### config.mk
export PLATFORM = sky130hd
export DESIGN_NAME = conv1d_ctrl
export DESIGN_NICKNAME = d
export VERILOG_FILES = /design/src/rtl/conv1d_ctrl.sv
export SDC_FILE = /design/constraint.sdc
export NUM_CORES = 1
export LEC_CHECK = 0
export CAP_MARGIN = 10
export CORE_MARGIN = 1.5
export CORE_UTILIZATION = 45
export CTS_CLUSTER_SIZE = 14
export DETAILED_ROUTE_END_ITERATION = 7
export GPL_TIMING_DRIVEN = 0
export PLACE_DENSITY = 0.84
export SLEW_MARGIN = 20
export SYNTH_ARGS = -nofsm -noshare
export SYNTH_HDL_FRONTEND = slang
export SYNTH_SLANG_ARGS = --single-unit
export TNS_END_PERCENT = 30
### constraint.sdc
create_clock -name clk -period 2.6 [get_ports clk]
set_input_delay 0.52 -clock clk [delete_from_list [all_inputs] [get_ports clk]]
set_output_delay 0.52 -clock clk [all_outputs]
set_load 0.01 [all_outputs]
### src/rtl/conv1d_ctrl.sv
// conv1d_ctrl: sequences a K_TAPS-PE 1-D convolution chain (weight load, feature stream, drain, done).
// Define CONV1D_CTRL_PAD_EN to add (K_TAPS-1)/2 zero pad beats before and after the feature run.
`ifndef WIDTH_DATA
`define WIDTH_DATA 8
`endif

module conv1d_ctrl #(
  parameter int K_TAPS   = 3,
  parameter int LEN_W    = 10,
  parameter int PIPE_LAT = 2*K_TAPS
) (
  input  logic                     clk,
  input  logic                     rst_n,
  input  logic                     start,
  input  logic [LEN_W-1:0]         len,
  input  logic [`WIDTH_DATA-1:0]   w_data,
  input  logic                     w_vld,
  output logic                     w_rdy,
  input  logic [`WIDTH_DATA-1:0]   fm_data,
  input  logic                     fm_vld,
  output logic                     fm_rdy,
  output logic [`WIDTH_DATA-1:0]   pe_w_data,
  output logic [K_TAPS-1:0]        pe_w_valid,
  output logic [`WIDTH_DATA-1:0]   pe_fm_data,
  input  logic [2*`WIDTH_DATA-1:0] pe_psum,
  output logic [2*`WIDTH_DATA-1:0] out_data,
  output logic                     out_vld,
  output logic                     busy,
  output logic                     done,
  output logic                     err
);

  localparam int CNT_W = LEN_W + 1;
  localparam int WC_W  = $clog2(K_TAPS + 1);
  localparam int DR_W  = $clog2(PIPE_LAT + 1);
`ifdef CONV1D_CTRL_PAD_EN
  localparam int PAD   = (K_TAPS - 1) / 2;
`endif

  // state    | meaning
  // IDLE     | waiting for start with a legal len
  // LOAD_W   | accepting K_TAPS weights, one PE strobe each
  // STREAM   | issuing N_IN beats (pads and features) into PE[0]
  // DRAIN    | flushing the chain for PIPE_LAT cycles
  // DONE     | one-cycle done pulse
  typedef enum logic [2:0] {S_IDLE, S_LOAD_W, S_STREAM, S_DRAIN, S_DONE} state_t;

  state_t                   state_q;
  logic [LEN_W-1:0]         len_q;
  logic [WC_W-1:0]          w_cnt_q;
  logic [CNT_W-1:0]         beat_cnt_q;
  logic [DR_W-1:0]          drain_q;
  logic [PIPE_LAT-1:0]      tag_q, tag_d;
  logic [2*`WIDTH_DATA-1:0] out_data_q;
  logic                     busy_q, done_q, err_q, w_rdy_q;

  logic                     len_ok, is_pad, in_stream, feat_slot, gap;
  logic                     issue, last_beat, tag_in, w_take;
  logic [CNT_W-1:0]         n_in;

  always_comb begin
`ifdef CONV1D_CTRL_PAD_EN
    len_ok = (len != '0);
    n_in   = CNT_W'(len_q) + CNT_W'(2*PAD);
    is_pad = (beat_cnt_q < CNT_W'(PAD)) ||
             (beat_cnt_q >= CNT_W'(len_q) + CNT_W'(PAD));
`else
    len_ok = (CNT_W'(len) >= CNT_W'(K_TAPS));
    n_in   = CNT_W'(len_q);
    is_pad = 1'b0;
`endif
  end

  assign in_stream = (state_q == S_STREAM);
  assign feat_slot = in_stream && !is_pad;
  assign gap       = feat_slot && !fm_vld;
  // A gap cycle issues no beat: the feature slot is retried next cycle.
  assign issue     = in_stream && (is_pad || fm_vld);
  assign last_beat = issue && (beat_cnt_q == n_in - CNT_W'(1));
  assign tag_in    = issue && (beat_cnt_q >= CNT_W'(K_TAPS - 1));
  assign w_take    = w_rdy_q && w_vld;

  assign w_rdy      = w_rdy_q;
  assign fm_rdy     = feat_slot;
  assign pe_w_valid = w_take ? (K_TAPS'(1) << w_cnt_q) : '0;
  assign pe_w_data  = w_take ? w_data : '0;
  assign pe_fm_data = (feat_slot && fm_vld) ? fm_data : '0;
  assign busy       = busy_q;
  assign done       = done_q;
  assign err        = err_q || gap;
  assign out_vld    = tag_q[PIPE_LAT-1];
  assign out_data   = out_data_q;

  always_ff @(posedge clk or negedge rst_n) begin
    if (!rst_n) begin
      state_q    <= S_IDLE;
      len_q      <= '0;
      w_cnt_q    <= '0;
      beat_cnt_q <= '0;
      drain_q    <= '0;
      busy_q     <= 1'b0;
      done_q     <= 1'b0;
      err_q      <= 1'b0;
      w_rdy_q    <= 1'b0;
    end else begin
      done_q <= 1'b0;
      case (state_q)
        S_IDLE: begin
          if (start) begin
            if (len_ok) begin
              state_q    <= S_LOAD_W;
              len_q      <= len;
              w_cnt_q    <= '0;
              beat_cnt_q <= '0;
              drain_q    <= '0;
              err_q      <= 1'b0;
              busy_q     <= 1'b1;
              w_rdy_q    <= 1'b1;
            end else begin
              err_q <= 1'b1;
            end
          end
        end
        S_LOAD_W: begin
          if (w_take) begin
            if (w_cnt_q == WC_W'(K_TAPS - 1)) begin
              state_q <= S_STREAM;
              w_rdy_q <= 1'b0;
            end else begin
              w_cnt_q <= w_cnt_q + WC_W'(1);
            end
          end
        end
        S_STREAM: begin
          if (gap) err_q <= 1'b1;
          if (issue) begin
            beat_cnt_q <= beat_cnt_q + CNT_W'(1);
            if (last_beat) begin
              state_q <= S_DRAIN;
              drain_q <= DR_W'(PIPE_LAT - 1);
            end
          end
        end
        S_DRAIN: begin
          if (drain_q == '0) begin
            state_q <= S_DONE;
            done_q  <= 1'b1;
          end else begin
            drain_q <= drain_q - DR_W'(1);
          end
        end
        S_DONE: begin
          state_q <= S_IDLE;
          busy_q  <= 1'b0;
        end
        default: begin
          state_q <= S_IDLE;
          busy_q  <= 1'b0;
          w_rdy_q <= 1'b0;
        end
      endcase
    end
  end

  // out_vld is the last stage of the tag line; out_data captures the psum alongside it.
  assign tag_d = (tag_q << 1) | PIPE_LAT'(tag_in);

  always_ff @(posedge clk or negedge rst_n) begin
    if (!rst_n) begin
      tag_q      <= '0;
      out_data_q <= '0;
    end else begin
      tag_q <= tag_d;
      if (tag_d[PIPE_LAT-1]) out_data_q <= pe_psum;
    end
  end

endmodule

After elaboration in Yosys (flattened, before gate mapping) --
Cells that the tools add are included.
Word-level totals: register bits after elaboration 55, input port bits 47, output and inout bits 41, word-level logic and storage cells 97
Cells by class: add/sub/neg operators 4, $lt $le $gt $ge 2, equality and inequality tests 16, shifts and indexed selects 1, multiplexer cells 38, bitwise gates (word level) 3, reductions and logical operators 22
Operators with widths (number):
- two-way mux 3 bit | 13
- two-way mux 11 bit | 3
- case mux 11 bit (2 select lines) | 1
- two-way mux 8 bit | 2
- inequality test 2 bit, second input constant | 7
- case mux 3 bit (4 select lines) | 1
- adder 11 x 1 -> 11 bit, second input constant | 1
- == test 11 bit | 1
- greater-or-equal comparator 11 x 2 -> 1 bit, second input constant | 1
- subtractor 10 x 1 -> 11 bit, second input constant | 1
- greater-or-equal comparator 10 x 2 -> 1 bit, second input constant | 1
- AND reduction 5 bit | 2
- two-way mux 1 bit | 9
- case mux 3 bit (3 select lines) | 1
- AND reduction 3 bit | 3
- two-way mux 2 bit | 4
- AND reduction 7 bit | 1
- == test 3 x 2 -> 1 bit, second input constant | 2
- logical NOT 3 bit | 2
- inequality test 2 x 1 -> 1 bit, second input constant | 3
- bitwise OR 6 x 1 -> 6 bit | 1
- AND reduction 6 bit | 1
- OR reduction 3 bit | 2
- logical AND 1 bit | 5
- other kinds (15) | 18

Logic depth before layout (Yosys ltp) --
Gate-level depths: netlist (run 1).
depth in word-level cells 6, depth in mapped cells 9, gate-level depth less buffers 8

Worst setup path after synthesis (run 1) --
OpenSTA, ideal clock, no wires.
kind reg-to-reg, start register len_q[0], end register drain_q[1], arrival 2.232 ns, data required time 2.480 ns, setup slack 0.248 ns, stages on the path, launching flop included 9, path buffers 0, clock period less this slack 2.352 ns, path through dfrtp_1 -> inv_1 -> ha_1 -> or4b_4 -> or4_1 -> a211o_1 -> nand3_2 -> nand3_2 -> a31o_1
Between the ends: longest elaborated chain between the ends 5
RTL lines:
- start, declared | line 49 | logic [LEN_W-1:0] len_q;
- start signal, assigned | line 112 | len_q <= len;
- subtractor 10 x 1 -> 11 bit | line 79 | assign last_beat = issue && (beat_cnt_q == n_in - CNT_W'(1));
- == test 11 bit | line 79
- logical AND 1 bit | line 79
- inequality test 2 x 1 -> 1 bit (no line)
- AND reduction 6 bit (no line)
- end signal, assigned | line 140 | drain_q <= DR_W'(PIPE_LAT - 1);
- end signal, assigned | line 149 | drain_q <= drain_q - DR_W'(1);
- end, declared | line 52 | logic [DR_W-1:0] drain_q;
No other way between the ends. A chain may end at the register's enable or synchronous reset.

Final worst setup path (run 1) --
start input port len[8], end register len_q[7]
Between the ends: longest elaborated chain between the ends 2
RTL lines:
- start, declared | line 15 | input logic [LEN_W-1:0] len,
- greater-or-equal comparator 10 x 2 -> 1 bit | line 68 | len_ok = (CNT_W'(len) >= CNT_W'(K_TAPS));
- AND reduction 3 bit (no line)
No other way between the ends.

==> flow_summary.yaml, run 1 <==
run_status:
  outcome: "finished, final reports clean"
cells_and_area:
  fin_area_um2: 4070
  nets: 442
  drive_gt1_share_pct: 13.7
  antenna_cells: 0
  syn_to_final_growth_pct: 38.2
  stdcell_count: 465
synth:
  yosys_register_bits: 55
  syn-cell-area_um2: 2950
  yosys_warnings: 0
  synth_commonest_cells: "dfrtp_1 (55), o21ai_0 (32), mux2_2 (26)"
  yosys-top-cells-area: "dfrtp_1 (47%), mux2_2 (9.9%), o21ai_0 (5.4%), and3_1 (5.3%), ha_1 (3.4%)"
  synth_edf_count: 0
  syn_nets: 350
  synth.top_cell.area_share_pct: 46.7
  synth-seq-area-share_pct: 46.7
  synth_ff_type: "dfrtp_1"
  ys_async_sr_fraction_pct: 100
  synth.avg_cell_area_um2: 9.98
  synth_most_common_cell: "dfrtp_1"
  yosysTopAreaCell: "dfrtp_1"
  ys_types: 49
  synth_cells: 295
critical_path:
  worst-setup-path-type: "in2reg"
  cp_common_cell: "nand3_1"
  crit_path_max_incr_delay_ps: 490
  cp_cell_sequence: "clkdlybuf4s50_1 -> nor4_4 -> nand3_1 -> or4_1 -> nand3_1 -> buf_4 -> mux2_2"
  reg2reg_slack_ps: 70
  critical_path_peak_fanout: 10
  r2r-start: "len_q[0]$_DFFE_PN0P_"
  rr_worst_depth: 8
  cp-start-kind: "primary input"
  crit_arrival_ps: 2760
  cp.required_ps: 2800
  slowest_stage: "or4_1"
  cp-end-kind: "register"
  r2r-end: "drain_q[1]$_DFFE_PN0P_"
cts:
  clock-sinks: 55
  cts_buffers: 5
  htreeDepth: 2
  root_buffer: "clkbuf_8"
  post_cts_buffers: 0
  hold_buffers: 0
  path_clk_slew_ps: 90
  cts_tree: "done"
  cts_buffer_depth: 2
  worst_skew_pair.late_latency_ps: 310
power:
  pwr-share-seq_pct: 35.6
  p_leak_uw: 0.00177
  vdd_drop_max_uv: 574
  power_frac_comb_pct: 48.0
  p_int_uw: 2560
  p_per_area_nw_per_um2: 988
  power_uw: 4020
  swShare_pct: 36.4
  p_clk_share_pct: 16.3
  power_switching_uw: 1460
sta:
  max_clock_freq_ghz: 0.391
  setup_ws_ps: 41.9
  max_slew_margin_pct: 54.3
  finalSetupViolCount: 0
  final_hold_viol_count: 0
  rsz0062_at_grt: "yes"
  finClkSkew_ps: 6.36
  worstMarginPinSlew_ps: 686
  final_max_slew_viol_count: 0
  min_period_ps: 2560
  period_share_pct: 98.4
  worst_hold_slack_ps: 224
placed_design:
  port_buffers: 87
  post-place-cells: 459
  place.gp.congestion: 0.864
  post_dp_cell_area_um2: 3910
  dp_slack_ps: -472
  dp_hpwl_mm: 5.19
floorplan:
  core_um2: 6350
  start_util_pct: 46.4
  rows: 29
  ios: 88
  die_w_um: 83.9
  die-area_um2: 7040
  die_h_um: 83.9
global_route:
  grt_usage_pct: 20.7
  grt_pass1_wl_mm: 11.9
  grt_max_degree: 56
  grt_remaining_overflow: 0
  antenna_found_initial: 0
  grt_pass1_vias: 2526
route:
  final_antenna_net_count: 0
  via_per_inst: 5.65
  drt_drc_violations_left: 0
  wl_per_cell_um: 15.1
  num_vias: 2628
  totalWireLength_mm: 7.02
  drtPass1Iterations: 4
  first_iter_violations: 160
job:
  drv_cap: 0
hold_path:
  hp-class: "in2async"
[how the worst max path moves through the flow]
| stage | from | to | slack [ps] | cells past startpoint |
|---|---|---|---|---|
| floorplan | len_q[0]$_DFFE_PN0P_ | drain_q[1]$_DFFE_PN0P_ | 250 | 8 |
| global placement | rst_n | w_cnt_q[1]$_DFFE_PN0P_ | -580 | 1 |
| detailed placement | len[3] | len_q[7]$_DFFE_PN0P_ | -470 | 7 |
| CTS | state_q[0]$_DFFE_PN0P_ | pe_fm_data[7] | 20 | 5 |
| global route | len[8] | len_q[6]$_DFFE_PN0P_ | -10 | 7 |
| finish | len[8] | len_q[7]$_DFFE_PN0P_ | 40 | 7 |
[worst max-delay path, delay by kind of cell]
family | cells | cell delay [ps]
and+or+nand+nor | 4 | 1190
muxes | 1 | 350
buffers and inverters | 2 | 680
[final cells by class]
| class | count | area, µm² |
|---|---|---|
| buffer | 15 | 68.8 |
| clock buffer | 6 | 72.6 |
| clock inverter | 2 | 60.1 |
| fill | 501 | 2280 |
| inverter | 10 | 40.0 |
| multi-input combinational | 213 | 1490 |
| sequential | 55 | 1380 |
| tap | 77 | 96.3 |
| timing repair buffer | 87 | 867 |
[sequential cells by signal (all words and copies together) (netlist names)]
name / flops
busy: 1
err_q: 1
drain_q: 3
out_data: 16
len_q: 10
w_cnt_q: 2
w_rdy: 1
beat_cnt_q: 11
tag_q: 6
done: 1
state_q: 3
[power groups by stage]
stage / logic (µW) / registers, µW / clock network, µW
2_1_floorplan: 1130 / 1440 / 0
3_3_place_gp: 1850 / 1410 / 0
3_5_place_dp: 1920 / 1430 / 0
4_1_cts: 1950 / 1410 / 673
5_1_grt: 2110 / 1480 / 707
6_report: 1930 / 1430 / 658
[layer usage]
| metal | global-route usage [%] | vias to the layer above | wire, µm |
|---|---|---|---|
| met1 | 26.8 | 1273 | 3000 |
| met4 | 6.86 | 0 | 129 |
| li1 | - | 1241 | - |
| met3 | 4.15 | 10 | 469 |
| met5 | 0 | - | 0 |
| met2 | 34.6 | 104 | 3420 |
[stage by stage]
stage          util, %  TNS (ps)
3_5_place_dp      61.6     -7670
2_1_floorplan        -         0
3_3_place_gp      61.6    -38360
5_1_grt           64.1     -27.5
6_report          64.1         0
4_1_cts           63.9         0
[cells in the final DEF (no fill, tap or decap), types with 3 or more instances in the layout]
| master | instances |
|---|---|
| clkdlybuf4s50_1 | 85 |
| mux2_2 | 26 |
| xnor2_1 | 6 |
| o21ai_0 | 32 |
| a21oi_1 | 4 |
| a31oi_1 | 5 |
| dfrtp_1 | 54 |
| nor4_1 | 4 |
| nor3_1 | 4 |
| ha_1 | 8 |
| nand2_1 | 16 |
| clkbuf_8 | 5 |
| xor2_1 | 5 |
| nand4_1 | 4 |
| and3_1 | 25 |
| nor2_1 | 21 |
| inv_1 | 9 |
| clkbuf_2 | 3 |
| clkbuf_1 | 9 |
| nand3_1 | 12 |
[logic make-up (layout without fill, tap and decap cells)]
logic type / Yosys count / after routing / synth area share, %
AOI/OAI and AO/OA: 57 / 57 / 11.6
xor gates and xnor gates: 11 / 11 / 3.27
adders and majority gates: 8 / 8 / 3.40
buffers and inverters: 27 / 120 / 3.53
DFF: 55 / 55 / 46.7
muxes: 27 / 27 / 10.3
and+or+nand+nor: 110 / 110 / 21.2
[timing repair]
action,4_1_cts,5_1_grt
gates cloned,0,0
resized for setup,8,7
endpoints found under the hold margin,0,0
pin swaps,0,0
setup endpoints to repair,23,26
No activity file was read; power rests on OpenSTA's default activity.
==> inputs of run 2 (changes only) <==
Settings changed: PLACE_DENSITY 0.84 to 0.77.
==> flow_summary.yaml, run 2 (same netlist as run 1, synthesis figures left out) <==
run_status:
  outcome: "finished, final reports clean"
sta:
  max_clock_freq_ghz: 0.394
  worstMarginPinSlew_ps: 672
  finClkSkew_ps: 8.22
  final_hold_viol_count: 0
  finalSetupViolCount: 0
  rsz0062_at_grt: "yes"
  min_period_ps: 2540
  setup_ws_ps: 62.3
  worst_hold_slack_ps: 226
  period_share_pct: 97.6
  final_max_slew_viol_count: 0
  max_slew_margin_pct: 55.2
route:
  via_per_inst: 5.47
  num_vias: 2544
  wl_per_cell_um: 14.2
  final_antenna_net_count: 0
  drt_drc_violations_left: 0
  drtPass1Iterations: 4
  totalWireLength_mm: 6.61
  first_iter_violations: 130
cells_and_area:
  regArea_um2: 1380
  layout_common_cells: "clkdlybuf4s50_1 (85), dfrtp_1 (54), o21ai_0 (32), mux2_2 (26), and3_1 (25)"
  antenna_cells: 0
  final_common_cell: "clkdlybuf4s50_1"
  post-route-util_pct: 63.4
  syn_to_final_growth_pct: 36.7
  largest_reg_flops: 16
  fin_area_um2: 4030
  drive_gt1_share_pct: 14.2
  nFillCells: 529
  nets: 442
  multi_input_area_um2: 1490
power:
  p_leak_uw: 0.00175
  vdd_drop_max_uv: 538
  p_per_area_nw_per_um2: 947
critical_path:
  rr_worst_depth: 8
  crit_arrival_ps: 2020
  slowest_stage: "clkdlybuf4s50_1"
  cp.required_ps: 2080
  crit_path_max_incr_delay_ps: 530
  cp_cell_sequence: "clkdlybuf4s50_1 -> clkbuf_1 -> and3_1 -> clkdlybuf4s50_1"
  worst-setup-path-type: "in2out"
  critical_path_peak_fanout: 10
  cp_common_cell: "clkdlybuf4s50_1"
  cp-start-kind: "primary input"
  cp-end-kind: "primary output"
floorplan:
  ios: 88
  core_um2: 6350
  die_h_um: 83.9
  die-area_um2: 7040
  die_w_um: 83.9
  start_util_pct: 46.4
  rows: 29
cts:
  clock-sinks: 55
  cts_buffer_depth: 2
  path_clk_slew_ps: 100
  ctsResizeCount: 8
  root_buffer: "clkbuf_8"
  hold_buffers: 0
  cts_tree: "done"
  worst_skew_pair.late_latency_ps: 320
  cts_buffers: 5
  htreeDepth: 2
  post_cts_buffers: 0
hold_path:
  hp-class: "in2async"
placed_design:
  dp_slack_ps: -436
  port_buffers: 87
  dp_hpwl_mm: 5.05
  post_dp_cell_area_um2: 3910
  place.gp.congestion: 0.820
job:
  drv_cap: 0
global_route:
  grt_remaining_overflow: 0
  grt_pass1_wl_mm: 11.2
  grt_usage_pct: 19.5
  antenna_found_initial: 0
  grt_pass1_vias: 2439
  grt_max_degree: 56
## run 2: routing by layer
metal | vias up | GRT usage [%] | part of all wire, %
li1 | 1241 | - | -
met1 | 1210 | 25.9 | 45
met2 | 84 | 31.6 | 47
met3 | 9 | 4.15 | 6.5
met4 | 0 | 6.56 | 1.4
met5 | - | 0 | 0
## run 2: critical path: cells and delay by family
| family | cells | cell delay (ps) |
|---|---|---|
| simple gates | 1 | 220 |
| buf+inv | 3 | 1270 |
## run 2: layout make-up
type                            count  share of cell area (%)
Buffer                             15                    1.68
Clock inverter                      3                   0.559
Inverter                           10                   0.994
Tap cell                           77                    2.39
Clock buffer                        5                    1.71
Multi-Input combinational cell    213                    36.9
Timing Repair Buffer               87                    21.5
Sequential cell                    55                    34.2
## run 2: through the flow
step	std cells	total power (µW)	TNS, ps
after global routing	465	4110	-10.5
after detailed placement	459	3340	-6840
after CTS	466	3840	0
after floorplan	295	2570	0
final	465	3810	0
after global placement	459	3270	-40840
## run 2: path summary, 6_finish.rpt
path	end	from	slack (ps)
min in group clk	tag_q[2]$_DFF_PN0_	tag_q[1]$_DFF_PN0_	360
min	tag_q[5]$_DFF_PN0_	rst_n	230
max in group asynchronous	len_q[0]$_DFFE_PN0P_	rst_n	1900
max reg2reg	drain_q[1]$_DFFE_PN0P_	len_q[0]$_DFFE_PN0P_	80
max	pe_w_data[1]	w_vld	60
min reg2reg	tag_q[2]$_DFF_PN0_	tag_q[1]$_DFF_PN0_	360
## run 2: power breakdown
part / total (µW) / switching (µW) / internal, µW
clock network: 491 / 297 / 194
registers: 1420 / 268 / 1150
logic: 1900 / 878 / 1020
total: 3810 / 1440 / 2370
